$ cat src/rtl/rom_dump_sequencer.sv
// rom_dump_sequencer
//
// Reads out a complete 556PT5 (3604) or 556PT4 (3601) PROM. For every
// address, the sequencer drives the socket address and operation lines, waits
// ACCESS_CYCLES clocks for the chip to settle, and then captures the data
// lines. It delivers each captured word with its address on a valid/ready
// stream.
//
// Optional feature macro: ROM_DUMP_CHECKSUM_EN
//   defined   - checksum is a 16-bit modulo sum of every transferred word.
//               It is cleared on an accepted start.
//   undefined - no checksum logic is built and checksum is tied to zero.
//
// Parameters:
//   DATA_WIDTH     data word width (8 for 3604, 4 for 3601)
//   ADDRESS_WIDTH  address width (9 for 3604, 8 for 3601)
//   ACCESS_CYCLES  clocks between address setup and data sample, 1..255
//   OP_READ        operation code driven while a dump is running
//   OP_IDLE        operation code driven while idle
//
// Ports:
//   clk           clock
//   reset_n       synchronous, active-low reset
//   start         begin a full dump (sampled in IDLE only)
//   abort         terminate a running dump and return to IDLE
//   operation     chip operation lines V1..V4 (bit0 = V1)
//   address_line  chip address lines
//   data_line_in  chip data lines
//   out_valid     out_data/out_address hold a word
//   out_ready     consumer accepts the word
//   out_data      captured word
//   out_address   address of out_data
//   out_last      out_data is from the all-ones address
//   busy          a dump is in progress
//   done          one-cycle pulse after the last word is transferred
//   checksum      running additive checksum of transferred words
//
// All outputs are registered.

module rom_dump_sequencer #(
    parameter int unsigned DATA_WIDTH    = 8,
    parameter int unsigned ADDRESS_WIDTH = 9,
    parameter int unsigned ACCESS_CYCLES = 4,
    parameter logic [3:0]  OP_READ       = 4'b1100,
    parameter logic [3:0]  OP_IDLE       = 4'b1111
) (
    input  logic                     clk,
    input  logic                     reset_n,
    input  logic                     start,
    input  logic                     abort,
    output logic [3:0]               operation,
    output logic [ADDRESS_WIDTH-1:0] address_line,
    input  logic [DATA_WIDTH-1:0]    data_line_in,
    output logic                     out_valid,
    input  logic                     out_ready,
    output logic [DATA_WIDTH-1:0]    out_data,
    output logic [ADDRESS_WIDTH-1:0] out_address,
    output logic                     out_last,
    output logic                     busy,
    output logic                     done,
    output logic [15:0]              checksum
);

    typedef enum logic [2:0] {
        ST_IDLE,
        ST_SETUP,
        ST_WAIT,
        ST_SAMPLE,
        ST_OUTPUT
    } state_t;

    localparam logic [ADDRESS_WIDTH-1:0] LAST_ADDR = '1;
    localparam logic [ADDRESS_WIDTH-1:0] ADDR_ONE  = ADDRESS_WIDTH'(1);
    localparam logic [7:0]               WAIT_LOAD = 8'(ACCESS_CYCLES - 1);

    state_t     state;
    logic [7:0] wait_count;

`ifdef ROM_DUMP_CHECKSUM_EN
    logic [15:0] checksum_acc;
    assign checksum = checksum_acc;
`else
    assign checksum = '0;
`endif

    // The current read address is held directly in address_line. That
    // register is zero in IDLE, so it also acts as the cleared start address.
    always_ff @(posedge clk) begin
        if (!reset_n) begin
            state        <= ST_IDLE;
            wait_count   <= '0;
            operation    <= OP_IDLE;
            address_line <= '0;
            out_valid    <= 1'b0;
            out_data     <= '0;
            out_address  <= '0;
            out_last     <= 1'b0;
            busy         <= 1'b0;
            done         <= 1'b0;
`ifdef ROM_DUMP_CHECKSUM_EN
            checksum_acc <= '0;
`endif
        end else begin
            done <= 1'b0;

            // abort wins over everything else, including a pending transfer.
            if (abort && (state != ST_IDLE)) begin
                state        <= ST_IDLE;
                operation    <= OP_IDLE;
                address_line <= '0;
                out_valid    <= 1'b0;
                out_last     <= 1'b0;
                busy         <= 1'b0;
            end else begin
                case (state)
                    ST_IDLE: begin
                        if (start && !abort) begin
                            state        <= ST_SETUP;
                            operation    <= OP_READ;
                            address_line <= '0;
                            busy         <= 1'b1;
`ifdef ROM_DUMP_CHECKSUM_EN
                            checksum_acc <= '0;
`endif
                        end
                    end

                    ST_SETUP: begin
                        state      <= ST_WAIT;
                        wait_count <= WAIT_LOAD;
                    end

                    ST_WAIT: begin
                        if (wait_count == '0) begin
                            state <= ST_SAMPLE;
                        end else begin
                            wait_count <= wait_count - 8'd1;
                        end
                    end

                    ST_SAMPLE: begin
                        out_data    <= data_line_in;
                        out_address <= address_line;
                        out_last    <= (address_line == LAST_ADDR);
                        out_valid   <= 1'b1;
                        state       <= ST_OUTPUT;
                    end

                    ST_OUTPUT: begin
                        if (out_ready) begin
                            out_valid <= 1'b0;
`ifdef ROM_DUMP_CHECKSUM_EN
                            checksum_acc <= checksum_acc + 16'(out_data);
`endif
                            if (address_line == LAST_ADDR) begin
                                state        <= ST_IDLE;
                                operation    <= OP_IDLE;
                                address_line <= '0;
                                out_last     <= 1'b0;
                                busy         <= 1'b0;
                                done         <= 1'b1;
                            end else begin
                                address_line <= address_line + ADDR_ONE;
                                state        <= ST_SETUP;
                            end
                        end
                    end

                    default: begin
                        state        <= ST_IDLE;
                        operation    <= OP_IDLE;
                        address_line <= '0;
                        out_valid    <= 1'b0;
                        out_last     <= 1'b0;
                        busy         <= 1'b0;
                    end
                endcase
            end
        end
    end

endmodule
$ cat config.mk
export PLATFORM = sky130hd
export DESIGN_NAME = rom_dump_sequencer
export DESIGN_NICKNAME = d
export VERILOG_FILES = /design/src/rtl/rom_dump_sequencer.sv
export SDC_FILE = /design/constraint.sdc
export NUM_CORES = 1
export LEC_CHECK = 0
export CAP_MARGIN = 15
export CORE_MARGIN = 1.5
export CORE_UTILIZATION = 44
export CTS_BUF_LIST = sky130_fd_sc_hd__clkbuf_8
export DETAILED_ROUTE_END_ITERATION = 8
export GPL_ROUTABILITY_DRIVEN = 0
export HOLD_SLACK_MARGIN = 0.15
export PLACE_DENSITY = 0.78
export SETUP_SLACK_MARGIN = 0.2
export SYNTH_ARGS = -nofsm -noshare
export SYNTH_HDL_FRONTEND = slang
export SYNTH_SLANG_ARGS = --single-unit
export TNS_END_PERCENT = 1
$ cat constraint.sdc
create_clock -name clk -period 1.8 [get_ports clk]
set_clock_uncertainty 0.05 [all_clocks]
set_input_delay 0.18 -clock clk [delete_from_list [all_inputs] [get_ports clk]]
set_output_delay 0.18 -clock clk [all_outputs]
set_load 0.03 [all_outputs]
==> impl_metrics.yaml, run 1 <==
final_layout:
  multiInputGateArea_mm2: 0.001231
  syn2layout_area_growth_pct: 41.90
  nNetsFinal: 340
  final_cells: 391
  drive_gt1_share_pct: 27.78
  diodes: 0
  nFillCells: 396
  final_cell_mix: "43 x nand2_1, 43 x clkdlybuf4s50_1, 40 x buf_4"
  seq_area_um2: 859.6
power_and_ir_drop:
  swShare_pct: 31.39
  clkPwrFrac_pct: 28.9
  p_per_area_mw_per_mm2: 718.7
  p_int_uw: 1508
  power.leakage_uw: 0.001158
  seqPwrFrac_pct: 45.7
  p_comb_share_pct: 25.4
  power_switching_uw: 690.1
  ir_worst_vdd_v: 0.0003759
detailed_routing:
  drtPass1Iterations: 4
  post_drt_wl_per_cell_um: 12.51
  initialDrtViolationCount: 115
  drt-total-wl_mm: 4.891
  vias: 1970
  remaining_drc_errors: 0
  antenna_left: 0
  viasPerCell: 5.038
worst_setup_path:
  path_max_fanout: 4
  crit_type: "flop to output pin"
  crit_family: "buffers and inverters"
  cp.required_ps: 1570
  critical-path-max-stage-delay_ps: 730
  worst-path-buf-inv: 1
  path_cells: "clkdlybuf4s50_1"
  cpMaxStageDelayCell: "clkdlybuf4s50_1"
  arrival_ps: 1480
  start_kind: "flop"
  end_kind: "output pin"
synth:
  synthTopCellsByArea: "dfxtp_1 39%, nand2_1 7.7%, buf_4 7.0%"
  synth_top_cell_by_area: "dfxtp_1"
  synth_area_mm2: 0.002156
  synth.avg_cell_area_um2: 8.728
  ys_seq_area_share_pct: 39.00
  postSynthCellCount: 247
  synth_ff_type: "dfxtp_1"
  yosys_warnings: 0
  yosys.area.top_type_share_pct: 39.00
  synth_cell_type_count: 54
  ys_seq_elements: 42
  ys_async_sr_fraction_pct: 0
  synth-edff-count: 0
clock_tree:
  clk_pin_slew_worst_paths_ps: 90
  clk_latency_ps: 300
  cts-root-buf: "clkbuf_8"
  h-tree-depth: 2
  clock-sinks: 42
  clk_path_buf_depth: 2
  cts_tree: "built"
  cts_inserted_buffers: 5
status:
  outcome: "finished, final reports clean"
placement:
  pre_cts_ws_ps: -73.53
  dp.cells: 379
  hpwlAfterDp_mm: 3.537
  portBuffers: 44
global_route:
  grt_start_max_net_pins: 22
  antenna_found_initial: 0
  grt_overflow: 0
  first_global_vias: 1778
  grt_pass1_wl_mm: 8.128
  track_usage_pct: 19.40
sta:
  fmax_mhz: 584.4
  holdWs_ps: 367.5
  hold_viol: 0
  min_period_ps: 1711
  setup_viol: 0
  final-max-slew-violation-count: 0
  rsz0062_at_grt: "true"
  fin_ws_ps: 88.96
  final.period_utilization_pct: 95.06
floorplanning:
  die_w_um: 73.00
  die_height_um: 73.00
  core_area_mm2: 0.004723
  initial_core_util_pct: 45.64
  dieArea_mm2: 0.005328
  fp-row-count: 25
  io_pins: 63
flow_run:
  maxCapViolCount: 0
hold_path:
  hold_class: "input pin to flop"
==> worst reg2reg max path, stage by stage, from the launching register on <==
cell and delay (ps):
dfxtp_4 400, buf_4 160, nor4b_4 360, buf_4 180, o21ai_4 70, buf_4 150
a22oi_2 160, nor2_1 50
==> metal layers <==
layer | part of all wire, % | up-vias | track usage (%)
met4 | 0.78 | 0 | 4.193
met2 | 50 | 55 | 31.62
met1 | 44 | 930 | 26.37
met3 | 4.5 | 5 | 4.144
li1 | - | 980 | -
met5 | 0 | - | 0
==> power groups by stage <==
stage                     Clock, uW  Combinational [uW]  Sequential, uW
after floorplan                   0                 362            1020
after global placement            0                 506            1010
after detailed placement          0                 521            1010
after CTS                       643                 535             995
after global routing            685                 611            1010
final                           636                 559            1000
==> repair_timing <==
action / CTS / global route
setup endpoints to repair: 29 / 40
pin swaps: 7 / 7
buffers inserted: 2 / 2
gates cloned: 0 / 0
gates resized for setup: 8 / 15
hold buffers: 0 / 0
==> final timing paths <==
path | from | to | slack [ps] | cells past startpoint
setup / recovery | address_line[8] | address_line[8] | 90 | 1
hold / removal | data_line_in[5] | out_data[5] | 370 | 3
setup reg to reg | state[0] | address_line[1] | 100 | 7
hold reg to reg | out_data[3] | out_data[3] | 400 | 2
==> cells in the mapped netlist (all sizes together) (4+ instances only) <==
| library cell | instances |
|---|---|
| a21oi | 13 |
| ha | 4 |
| nor3 | 4 |
| or3 | 6 |
| nor4b | 4 |
| inv | 5 |
| nor2 | 15 |
| dfxtp | 42 |
| a21boi | 17 |
| xor2 | 5 |
| nand2 | 44 |
| buf | 27 |
| nand4 | 7 |
| o21ai | 9 |
| clkbuf | 6 |
==> registers in the layout, summed over array words and instances (netlist names) <==
register and flops:
done 1, busy 1, state 3, wait_count 8, address_line 9, out_valid 1
operation 1, out_data 8, out_last 1, out_address 9
==> cell families after synthesis <==
kind of cell / after synthesis / share of synthesized area (%)
and+or+nand+nor: 97 / 24.26
AOI/OAI and AO/OA: 58 / 20.14
DFF: 42 / 39.00
buffers and inverters: 38 / 11.08
xor gates and xnor gates: 5 / 2.380
adders and majority gates: 4 / 2.322
other: 2 / 0.3484
muxes: 1 / 0.4643
==> final cells by class <==
| class | count | area share (%) |
|---|---|---|
| Clock buffer | 5 | 2.249 |
| Sequential cell | 42 | 28.10 |
| Multi-Input combinational cell | 183 | 40.25 |
| Clock inverter | 3 | 0.7362 |
| Inverter | 5 | 0.6135 |
| Tap cell | 67 | 2.740 |
| Timing Repair Buffer | 86 | 25.32 |
==> through the flow <==
stage / cell area (um^2) / setup TNS (ps) / utilization, % / total power, uW
finish: 3059 / 0 / 64.77 / 2199
global route: 3059 / 0 / 64.77 / 2307
CTS: 2987 / 0 / 63.23 / 2173
detailed placement: 2853 / -336.9 / 60.40 / 1536
global placement: 2853 / -42.24 / 60.40 / 1520
floorplan: 2251 / 0 / - / 1385
(Power assumes the default switching activity.)
==> run 2: changes to the inputs <==
Settings changed: RECOVER_POWER set to 100.
==> impl_metrics.yaml, run 2 (synthesis gave the netlist of run 1 again) <==
status:
  outcome: "finished, final reports clean"
sta:
  rsz0062_at_grt: "true"
  final-max-slew-violation-count: 0
  hold_viol: 0
  min_period_ps: 1716
  setup_viol: 0
  fmax_mhz: 582.7
  final.period_utilization_pct: 95.34
detailed_routing:
  drt-total-wl_mm: 4.931
  antenna_left: 0
  initialDrtViolationCount: 112
  vias: 2004
  post_drt_wl_per_cell_um: 12.61
  remaining_drc_errors: 0
  drtPass1Iterations: 5
  viasPerCell: 5.125
final_layout:
  final_common_cell: "nand2_1"
  multiInputGateArea_mm2: 0.001222
  drive_gt1_share_pct: 26.85
  final_cell_area_mm2: 0.003034
  reg.largest.list: "address_line: 9 flops, out_address: 9 flops"
  nFillCells: 405
  final_cell_mix: "43 x nand2_1, 37 x buf_4, 33 x dfxtp_1"
  utilization_pct: 64.24
  syn2layout_area_growth_pct: 40.74
  nNetsFinal: 340
  diodes: 0
  seq_area_um2: 859.6
clock_tree:
  cts-root-buf: "clkbuf_8"
  cts_tree: "built"
  clock-sinks: 42
  clk_path_buf_depth: 2
  clk_latency_ps: 300
  h-tree-depth: 2
  cts_inserted_buffers: 5
  clk_pin_slew_worst_paths_ps: 90
  ctsHoldBuffers: 0
power_and_ir_drop:
  p_per_area_mw_per_mm2: 719.3
  ir_worst_vdd_v: 0.0003750
  power.leakage_uw: 0.001195
hold_path:
  whs_endpoint: "out_data[1]"
  holdPathStages: 3
  hold_class: "input pin to flop"
  worstHoldStart: "data_line_in[1]"
worst_setup_path:
  ff2ff_setup_slack_ps: 80
  crit_top_cell: "buf_4"
  critical-path-max-stage-delay_ps: 400
  crit_type: "flop to flop"
  worst-path-buf-inv: 3
  reg2reg_to: "address_line[1]"
  path_cells: "buf_4 > nor4b_4 > buf_4 > o21ai_4 > buf_4 > a22oi_2 > nor2_1"
  start_kind: "flop"
  path_max_fanout: 9
  cp.required_ps: 1930
  end_kind: "flop"
  worstReg2RegStart: "state[0]"
  cpMaxStageDelayCell: "dfxtp_4"
  crit_family: "buffers and inverters"
  arrival_ps: 1840
  reg2regPathDepth: 7
placement:
  hpwlAfterDp_mm: 3.537
  place_area_mm2: 0.002853
  portBuffers: 44
global_route:
  grt_pass1_wl_mm: 8.128
  antenna_found_initial: 0
  grt_overflow: 0
  track_usage_pct: 19.40
  first_global_vias: 1778
  grt_start_max_net_pins: 22
floorplanning:
  dieArea_mm2: 0.005328
  die_height_um: 73.00
  fp-row-count: 25
  initial_core_util_pct: 45.64
  die_w_um: 73.00
  core_area_mm2: 0.004723
  io_pins: 63
flow_run:
  maxCapViolCount: 0
==> run 2: changes by cell type in the layout (fill, tap and decap cells not counted), moves of 3 or more <==
cell             before  now
a21boi_1             10    4
dlygate4sd3_1         0   23
buf_4                40   37
clkbuf_1              0    3
clkdlybuf4s50_1      43   20
a21boi_0              7   13
==> run 2: worst reg2reg max path, stage by stage, from the launching register on <==
cell and delay [ps]:
dfxtp_4 400, buf_4 160, nor4b_4 360, buf_4 180
o21ai_4 70, buf_4 150, a22oi_2 160, nor2_1 50
==> run 2: metrics by stage <==
stage / hold WS, ps / total power [uW] / worst slack (ps) / cells / setup TNS [ps]
after floorplan: 264.9 / 1385 / 73.96 / 263 / 0
after global placement: 389.4 / 1520 / -32.73 / 379 / -42.24
after detailed placement: 394.1 / 1536 / -73.53 / 379 / -336.9
after CTS: 361.4 / 2173 / 60.79 / 389 / 0
after global routing: 386.9 / 2289 / 0.4048 / 391 / 0
final: 368.4 / 2182 / 83.93 / 391 / 0
==> run 2: repair_timing <==
action,CTS,global route
gates resized for setup,8,15
setup buffers,2,2
hold endpoints to repair,0,0
endpoints found under the setup margin,29,40
pin swaps,7,7
cloned,0,0
==> run 2: worst max path at each step <==
stage	startpoint	to	slack, ps	cells after the start
2_1_floorplan	address_line[1]	operation[0]	70	8
3_3_place_gp	out_ready	operation[0]	-30	5
3_5_place_dp	out_ready	operation[0]	-70	5
4_1_cts	address_line[0]	address_line[7]	60	8
5_1_grt	state[0]	address_line[1]	0.4	7
6_report	state[0]	address_line[1]	80	7
==> run 2: final cells by class <==
type | instances | area share [%]
multi-input cells | 183 | 40.29
flip-flops and latches | 42 | 28.33
repair buffers | 86 | 24.99
well taps | 67 | 2.763
clock buffers | 5 | 2.268
clock inverters | 3 | 0.7423
inverters | 5 | 0.6186
==> run 2: where the power goes <==
group | switching (uW) | internal, uW | leakage, uW
clock network | 357 | 279 | 0.0000451
registers | 40.2 | 964 | 0.000345
logic | 286 | 257 | 0.000806
==> run 2: routing by layer <==
| layer | share of wire, % | GRT usage [%] |
|---|---|---|
| met5 | 0 | 0 |
| met4 | 0.79 | 4.193 |
| met2 | 49 | 31.62 |
| met1 | 45 | 26.37 |
| met3 | 4.6 | 4.144 |
==> run 3: changes to the inputs <==
Settings changed: SKIP_LAST_GASP set to 1.
==> results of run 3 <==
Same layout as run 2: the final DEF is identical, and so are final timing and power.
